`config.mk`:
```
export PLATFORM = sky130hd
export DESIGN_NAME = exc_ctrl_flat
export DESIGN_NICKNAME = d
export VERILOG_FILES = /design/src/rtl/exc_ctrl_pkg.sv /design/src/rtl/exc_if.sv /design/src/rtl/exc_prio_enc.sv /design/src/rtl/exc_ctrl.sv /design/src/flat_wrapper.sv
export SDC_FILE = /design/constraint.sdc
export NUM_CORES = 1
export LEC_CHECK = 0
export CORE_AREA = 2 2 86 88
export CTS_CLUSTER_DIAMETER = 60
export DETAILED_ROUTE_END_ITERATION = 8
export DIE_AREA = 0 0 88 90
export PLACE_DENSITY_LB_ADDON = 0.25
export SLEW_MARGIN = 20
export SYNTH_ARGS = -nofsm -noshare
export SYNTH_HDL_FRONTEND = slang
export SYNTH_SLANG_ARGS = --single-unit
```
`constraint.sdc`:
```
create_clock -name clk -period 2.2 [get_ports clk]
set_input_delay 0.44 -clock clk [delete_from_list [all_inputs] [get_ports clk]]
set_output_delay 0.44 -clock clk [all_outputs]
set_load 0.1 [all_outputs]
```
`src/rtl/exc_ctrl_pkg.sv`:
```
// Shared types and constants for the exception sequencer.
package exc_ctrl_pkg;

  typedef enum logic [2:0] {
    ST_IDLE,
    ST_SAVE,
    ST_READ,
    ST_LOAD,
    ST_DONE
  } state_e;

  typedef enum logic [1:0] {
    CAUSE_NONE = 2'b00,
    CAUSE_OPC  = 2'b01,
    CAUSE_OVF  = 2'b10,
    CAUSE_DIV0 = 2'b11
  } cause_e;

  localparam int   VEC_BASE_DEF = 253;
  localparam logic EX_SEL_PC    = 1'b0;
  localparam logic EX_SEL_MEM   = 1'b1;

  // Vector-table byte for a cause: base + (cause - 1).
  function automatic logic [31:0] vec_addr(input logic [31:0] base, input logic [1:0] c);
    return base + {30'd0, c} - 32'd1;
  endfunction

endpackage

```
`src/rtl/exc_if.sv`:
```
// Datapath <-> exception sequencer signal bundle.
interface exc_if;
  logic        exc_opcode;
  logic        exc_ovf;
  logic        exc_div0;
  logic [31:0] pc_in;
  logic [31:0] mem_data;
  logic [31:0] mem_addr;
  logic        mem_rd;
  logic [31:0] epc_out;
  logic        epc_wr;
  logic        ex_sel;
  logic        pc_wr;
  logic        busy;
  logic [1:0]  cause;

  modport master (
    input  exc_opcode, exc_ovf, exc_div0, pc_in, mem_data,
    output mem_addr, mem_rd, epc_out, epc_wr, ex_sel, pc_wr, busy, cause
  );

  modport slave (
    output exc_opcode, exc_ovf, exc_div0, pc_in, mem_data,
    input  mem_addr, mem_rd, epc_out, epc_wr, ex_sel, pc_wr, busy, cause
  );
endinterface

```
`src/rtl/exc_prio_enc.sv`:
```
// Fixed-priority encoder: opcode > overflow > div0.
module exc_prio_enc
  import exc_ctrl_pkg::*;
(
  input  logic   i_opc,
  input  logic   i_ovf,
  input  logic   i_div0,
  output cause_e o_cause,
  output logic   o_vld
);

  always_comb begin
    o_cause = CAUSE_NONE;
    if (i_opc)       o_cause = CAUSE_OPC;
    else if (i_ovf)  o_cause = CAUSE_OVF;
    else if (i_div0) o_cause = CAUSE_DIV0;
  end

  assign o_vld = i_opc | i_ovf | i_div0;

endmodule

```
`src/rtl/exc_ctrl.sv`:
```
// Exception sequencer: save EPC, fetch handler byte from vector table, load PC.
// Optional EXC_CAUSE_REG_EN exposes the latched cause; otherwise cause reads 00.
module exc_ctrl
  import exc_ctrl_pkg::*;
#(
  parameter int MEM_LAT  = 1,
  parameter int VEC_BASE = VEC_BASE_DEF
) (
  input  logic clk,
  input  logic reset_n,
  exc_if.master bus
);

  localparam logic [2:0] LAT_M1 = 3'(MEM_LAT - 1);

  cause_e      w_det_cause;
  logic        w_det_vld;

  state_e      r_state, w_nxt;
  logic [2:0]  r_cnt, w_cnt;
  logic [31:0] r_mem_addr, w_mem_addr;
  logic [31:0] r_epc_out, w_epc_out;
  logic        r_mem_rd, w_mem_rd;
  logic        r_epc_wr, w_epc_wr;
  logic        r_ex_sel, w_ex_sel;
  logic        r_pc_wr, w_pc_wr;
  logic        r_busy, w_busy;
  cause_e      r_cause, w_cause;

  exc_prio_enc u_prio (
    .i_opc   (bus.exc_opcode),
    .i_ovf   (bus.exc_ovf),
    .i_div0  (bus.exc_div0),
    .o_cause (w_det_cause),
    .o_vld   (w_det_vld)
  );

  // Outputs are computed for the state being entered, so every output
  // register lines up with the state register.
  always_comb begin
    w_nxt      = r_state;
    w_cnt      = r_cnt;
    w_mem_addr = r_mem_addr;
    w_epc_out  = r_epc_out;
    w_cause    = r_cause;
    w_mem_rd   = 1'b0;
    w_epc_wr   = 1'b0;
    w_ex_sel   = EX_SEL_PC;
    w_pc_wr    = 1'b0;
    w_busy     = 1'b1;
    case (r_state)
      ST_IDLE: begin
        w_busy = 1'b0;
        if (w_det_vld) begin
          w_nxt     = ST_SAVE;
          w_cause   = w_det_cause;
          w_epc_wr  = 1'b1;
          w_epc_out = bus.pc_in - 32'd4;
          w_busy    = 1'b1;
        end
      end
      ST_SAVE: begin
        w_nxt      = ST_READ;
        w_cnt      = 3'd0;
        w_mem_rd   = 1'b1;
        w_mem_addr = vec_addr(32'(VEC_BASE), r_cause);
      end
      ST_READ: begin
        if (r_cnt == LAT_M1) begin
          w_nxt    = ST_LOAD;
          w_ex_sel = EX_SEL_MEM;
          w_pc_wr  = 1'b1;
        end else begin
          w_cnt    = r_cnt + 3'd1;
          w_mem_rd = 1'b1;
        end
      end
      ST_LOAD: begin
        w_nxt      = ST_DONE;
        w_mem_addr = 32'd0;
      end
      ST_DONE: begin
        w_nxt  = ST_IDLE;
        w_busy = 1'b0;
      end
      default: begin
        w_nxt  = ST_IDLE;
        w_busy = 1'b0;
      end
    endcase
  end

  always_ff @(posedge clk or negedge reset_n) begin
    if (!reset_n) begin
      r_state    <= ST_IDLE;
      r_cnt      <= 3'd0;
      r_mem_addr <= 32'd0;
      r_epc_out  <= 32'd0;
      r_mem_rd   <= 1'b0;
      r_epc_wr   <= 1'b0;
      r_ex_sel   <= EX_SEL_PC;
      r_pc_wr    <= 1'b0;
      r_busy     <= 1'b0;
      r_cause    <= CAUSE_NONE;
    end else begin
      r_state    <= w_nxt;
      r_cnt      <= w_cnt;
      r_mem_addr <= w_mem_addr;
      r_epc_out  <= w_epc_out;
      r_mem_rd   <= w_mem_rd;
      r_epc_wr   <= w_epc_wr;
      r_ex_sel   <= w_ex_sel;
      r_pc_wr    <= w_pc_wr;
      r_busy     <= w_busy;
      r_cause    <= w_cause;
    end
  end

  assign bus.mem_addr = r_mem_addr;
  assign bus.mem_rd   = r_mem_rd;
  assign bus.epc_out  = r_epc_out;
  assign bus.epc_wr   = r_epc_wr;
  assign bus.ex_sel   = r_ex_sel;
  assign bus.pc_wr    = r_pc_wr;
  assign bus.busy     = r_busy;
`ifdef EXC_CAUSE_REG_EN
  assign bus.cause    = r_cause;
`else
  assign bus.cause    = CAUSE_NONE;
`endif

endmodule

```
`src/flat_wrapper.sv`:
```
// flat-port wrapper written by rule: the top's interface ports become plain ports
module exc_ctrl_flat import exc_ctrl_pkg::*;
#(
  parameter int MEM_LAT  = 1,
  parameter int VEC_BASE = VEC_BASE_DEF
)
  (clk, reset_n, bus_exc_opcode, bus_exc_ovf, bus_exc_div0, bus_pc_in, bus_mem_data, bus_mem_addr, bus_mem_rd, bus_epc_out, bus_epc_wr, bus_ex_sel, bus_pc_wr, bus_busy, bus_cause);
  exc_if bus_i ();
  input  logic clk;
  input  logic reset_n;
  input wire logic [$bits(bus_i.exc_opcode)-1:0] bus_exc_opcode;
  input wire logic [$bits(bus_i.exc_ovf)-1:0] bus_exc_ovf;
  input wire logic [$bits(bus_i.exc_div0)-1:0] bus_exc_div0;
  input wire logic [$bits(bus_i.pc_in)-1:0] bus_pc_in;
  input wire logic [$bits(bus_i.mem_data)-1:0] bus_mem_data;
  output wire logic [$bits(bus_i.mem_addr)-1:0] bus_mem_addr;
  output wire logic [$bits(bus_i.mem_rd)-1:0] bus_mem_rd;
  output wire logic [$bits(bus_i.epc_out)-1:0] bus_epc_out;
  output wire logic [$bits(bus_i.epc_wr)-1:0] bus_epc_wr;
  output wire logic [$bits(bus_i.ex_sel)-1:0] bus_ex_sel;
  output wire logic [$bits(bus_i.pc_wr)-1:0] bus_pc_wr;
  output wire logic [$bits(bus_i.busy)-1:0] bus_busy;
  output wire logic [$bits(bus_i.cause)-1:0] bus_cause;
  assign bus_i.exc_opcode = bus_exc_opcode;
  assign bus_i.exc_ovf = bus_exc_ovf;
  assign bus_i.exc_div0 = bus_exc_div0;
  assign bus_i.pc_in = bus_pc_in;
  assign bus_i.mem_data = bus_mem_data;
  assign bus_mem_addr = bus_i.mem_addr;
  assign bus_mem_rd = bus_i.mem_rd;
  assign bus_epc_out = bus_i.epc_out;
  assign bus_epc_wr = bus_i.epc_wr;
  assign bus_ex_sel = bus_i.ex_sel;
  assign bus_pc_wr = bus_i.pc_wr;
  assign bus_busy = bus_i.busy;
  assign bus_cause = bus_i.cause;
  exc_ctrl #(.MEM_LAT(MEM_LAT), .VEC_BASE(VEC_BASE)) u_core (.clk(clk), .reset_n(reset_n), .bus(bus_i));
endmodule
```
* Word level (Yosys, flattened, before mapping)
Index checks and enable logic that the tools add are counted.
** Storage, ports and cells
- Register bits :: 76
- Input bits :: 69
- Output and inout port bits :: 71
- Logic and storage cells :: 45
** Operators by class
- Add/subtract/negate cells :: 4
- Eq/ne operators :: 6
- Multiplexer cells :: 16
- Bitwise logic cells :: 2
- Reduce and logical (&&, ||, !) cells :: 8
** Operator list (count)
- $pmux 32 s2 :: 1
- $sub 32x1->32 const B :: 1
- $sub 32x3->32 const B :: 1
- $pmux 3 s4 :: 1
- $add 8x2->9 const A :: 1
- $mux 3 :: 3
- $eq 3x2->1 const B :: 2
- $logic_not 3->1 :: 2
- $mux 2 :: 3
- $pmux 3 s2 :: 1
- $reduce_and 2->1 :: 3
- $mux 1 :: 5
- $ne 2x2->1 const B :: 2
- $pmux 1 s2 :: 2
- $reduce_bool 2->1 :: 2
- $add 3x1->3 const B :: 1
- $eq 3x1->1 const B :: 1
- $reduce_or 3->1 :: 1
- $ne 2x1->1 const B :: 1
- $or 1x1->1 :: 2

* Longest topological paths before layout
- Word-level depth :: 4
- Depth in mapped cells :: 7
- Depth with buffers taken out :: 7

* Hierarchy
A second synthesis with hierarchy kept.
** Second synthesis, totals
- Cells, all modules :: 291
- Area total of the unflattened synthesis :: 2697.6 um^2
** By module, submodules not included
- exc_ctrl :: times used 1, cells each 286, area an instance 2671.3 um^2, sequential area each 1176.1 um^2
- exc_prio_enc :: times used 1, cells each 5, area an instance 26.3 um^2, sequential area each 0.0 um^2

* Worst setup path after synthesis
OpenSTA, ideal clock, no wires.
- Kind :: register to output
- Start point :: reg u_core.bus.mem_addr[5] (netlist name)
- End point :: out bus_mem_addr[3]
- Arrival time :: 1.356 ns
- Required time :: 1.760 ns
- Slack :: 0.404 ns
- Stages on the path, launching flop included :: 2
- Buffers on the path :: 1
- Cell sequence :: dfrtp_1 > buf_4
** RTL lines
- end, declared :: line flat_wrapper.sv:16 : output wire logic [$bits(bus_i.mem_addr)-1:0] bus_mem_addr;

* Worst setup path in the final report
- Start point :: in bus_pc_in[3]
- End point :: reg u_core.r_epc_out[28], in the netlist u_core.bus.epc_out[28]
** On the way
- Cells in the longest elaborated chain, start to end :: 1
** Ends and longest elaborated chain
- start, declared :: line flat_wrapper.sv:14 : input wire logic [$bits(bus_i.pc_in)-1:0] bus_pc_in;
- $sub 32x3->32 :: line exc_ctrl.sv:58 : w_epc_out = bus.pc_in - 32'd4;
- end signal, assigned :: line exc_ctrl.sv:109 : r_epc_out <= w_epc_out;
- end, declared :: line exc_ctrl.sv:22 : logic [31:0] r_epc_out, w_epc_out;
No other way between the ends.
A chain may end at the register's enable or synchronous reset.

==> results.txt <==
GRT Total Usage = 15.8%
Initial Util = 39.7%
synthesis-to-finish area growth = 38.5%
Worst Path Max Fanout = 8
pin count of the biggest net entering global routing = 38
post-synthesis sequential area ratio = 44.9%
Mapped Cells = 301
Ys Warns = 0
Clock Sinks = 50
total negative slack = 0 ns
CORE AREA = 7020 µm²
WL per Instance = 11.6 µm
row count = 31
library cells used by synthesis = 36
Fin. Hold Viols = 0
synthesized cell area = 2780 µm²
GR Overflow Total = 0
worst reg2reg endpoint = u_core.bus.epc_out[13]$_DFFE_PN0P_
worst setup path class = in2reg
Die W = 88 µm
Hold WS = 0.0922 ns
final setup fails = 0
clk slew on worst S/H paths = 0.09 ns
max-slew violations = 0
most frequent cells in the layout = buf_4 (82), nand2_1 (52), dfrtp_1 (50), clkdlybuf4s50_1 (35), o21ai_0 (28)
post-synthesis register bit count = 50
H-tree levels = 2
first-pass GRT wire length = 10,000 µm
vias in the first global route = 2,182
max cap viols = 0
pre-CTS setup slack = -0.121 ns
drt first pass iters = 4
final worst slack = 0.227 ns
Worst Path Required = 2.39 ns
CTS tree = built
Final nets = 484
post-detail-place hpwl = 4640 µm
CP Launch Type = input port
RSZ-0062 raised after global routing = no
drt total wl = 5920 µm
commonest non-fill, non-tap cell in the layout = buf_4
outcome = finished clean
diode count = 0
1st-iter DRT viols = 33
minimum clock period = 1.97 ns
port bufs = 84
clk_lat worst skew = 0.29 ns
CTS Buf Count = 5
Die Y = 90 µm
fmax = 0.507 GHz
CTS root buffer = clkbuf_8
DRT antenna net count = 0
# hold bufs at CTS = 0
FF-to-FF setup slack = 0.64 ns
Worst Path Arrival = 2.17 ns
die area = 7920 µm²
PostCTS Resize Cnt = 0
postcts setup bufs = 0
Hold Path Class = in2async
Crit Reg-Reg Startpoint = u_core.r_state[1]$_DFFE_PN0P_
share of cells above drive strength 1 = 27.0%
Ports = 140
Worst Reg2Reg Path Length in Cells = 4
initial antenna violation count = 0
Post-Syn Area per Cell = 9.25 µm²
gpl congestion = 0.816
vias per cell = 4.50
Clock Path Buffers = 2
Final Skew = 0.00582 ns
DRC violation count after routing = 0
Vias = 2,295
crit share post-route = 89.7%
post-layout util = 54.9%
crit path capture type = flop
[cell usage after synthesis]
cell type,instances,share of area (%)
o21ai_2,2,0.63
o22a_1,1,0.31
o21ai_1,9,1.6
xnor2_1,24,7.6
a32oi_1,1,0.31
a21o_1,1,0.27
nor4bb_1,1,0.36
nor4_1,3,0.67
nor4_4,2,1.5
dfrtp_1,50,45
nor3_2,2,0.72
nor3_1,14,2.5
inv_1,8,1.1
a21oi_1,9,1.6
and3_1,2,0.45
o21ai_0,28,5.0
clkbuf_1,11,1.5
or2_2,3,0.67
nor4_2,4,1.8
nor4b_2,1,0.54
nand2b_1,1,0.22
conb_1,1,0.13
ha_1,5,2.2
and2_1,2,0.45
nand3_1,2,0.36
o31ai_1,1,0.27
buf_4,29,7.8
or4_4,1,0.40
nor2_1,17,2.3
or4_1,1,0.27
nand4_4,2,1.5
xor2_1,5,1.6
nand2_1,53,7.1
or2b_1,1,0.27
or3_1,3,0.67
nor2b_1,1,0.22
[worst max-delay path, stage by stage]
cell,delay [ns]
clkdlybuf4s50_1,0.43
inv_1,0.08
ha_1,0.16
nor2b_1,0.27
nand4_4,0.25
nor4_4,0.31
xnor2_1,0.16
o21ai_2,0.06
[per-stage QoR]
stage / cell area [µm²] / cells
6_report: 3850 / 510
4_1_cts: 3850 / 510
3_5_place_dp: 3740 / 502
3_3_place_gp: 3740 / 502
5_1_grt: 3850 / 510
2_1_floorplan: 2870 / 323
[layer usage]
| metal | part of all wire (%) | GRT usage, % | up-vias |
|---|---|---|---|
| met5 | 0 | 0 | - |
| met4 | 1.2 | 3.59 | 0 |
| met3 | 6.4 | 4.87 | 7 |
| met2 | 49 | 27.0 | 62 |
| met1 | 43 | 19.3 | 1057 |
| li1 | - | - | 1169 |
[area by class of cell]
cell class,instances,area [µm²]
Multi-Input combinational cell,225,1330
Inverter,8,30.0
Timing Repair Buffer,120,1010
Tap cell,99,124
Fill cell,656,3170
Sequential cell,50,1250
Clock buffer,8,110
[worst max-delay path by stage]
stage / start / endpoint / slack, ns / cells past startpoint
floorplan: u_core.bus.mem_addr[5]$_DFFE_PN0P_ / bus_mem_addr[3] / 0.40 / 1
global placement: bus_pc_in[2] / u_core.bus.epc_out[28]$_DFFE_PN0P_ / -0.1 / 8
detailed placement: bus_pc_in[3] / u_core.bus.epc_out[28]$_DFFE_PN0P_ / -0.12 / 8
CTS: bus_pc_in[3] / u_core.bus.epc_out[28]$_DFFE_PN0P_ / 0.21 / 8
global route: bus_pc_in[20] / u_core.bus.epc_out[31]$_DFFE_PN0P_ / 0.06 / 6
finish: bus_pc_in[3] / u_core.bus.epc_out[28]$_DFFE_PN0P_ / 0.23 / 8
[sequential cells by signal, summed over array words and instances, names as in the netlist]
| signal | count |
|---|---|
| u_core.bus.epc_out | 32 |
| u_core.bus.mem_addr | 6 |
| u_core.r_cnt | 3 |
| u_core.r_state | 3 |
| u_core.r_cause | 2 |
| u_core.bus.busy | 1 |
| u_core.bus.epc_wr | 1 |
| u_core.bus.ex_sel | 1 |
| u_core.bus.mem_rd | 1 |
[cells by family after synthesis]
group	after synthesis	synth area share (%)
and+or+nand+nor	116	23.1
AOI/OAI and AO/OA	52	10.1
DFF	50	44.9
buffers and inverters	48	10.4
xor gates and xnor gates	29	9.12
adders and majority gates	5	2.25
other	1	0.135
Power is not shown: default switching activity piles up to over one toggle a cycle in this logic, so the estimate is an artifact.
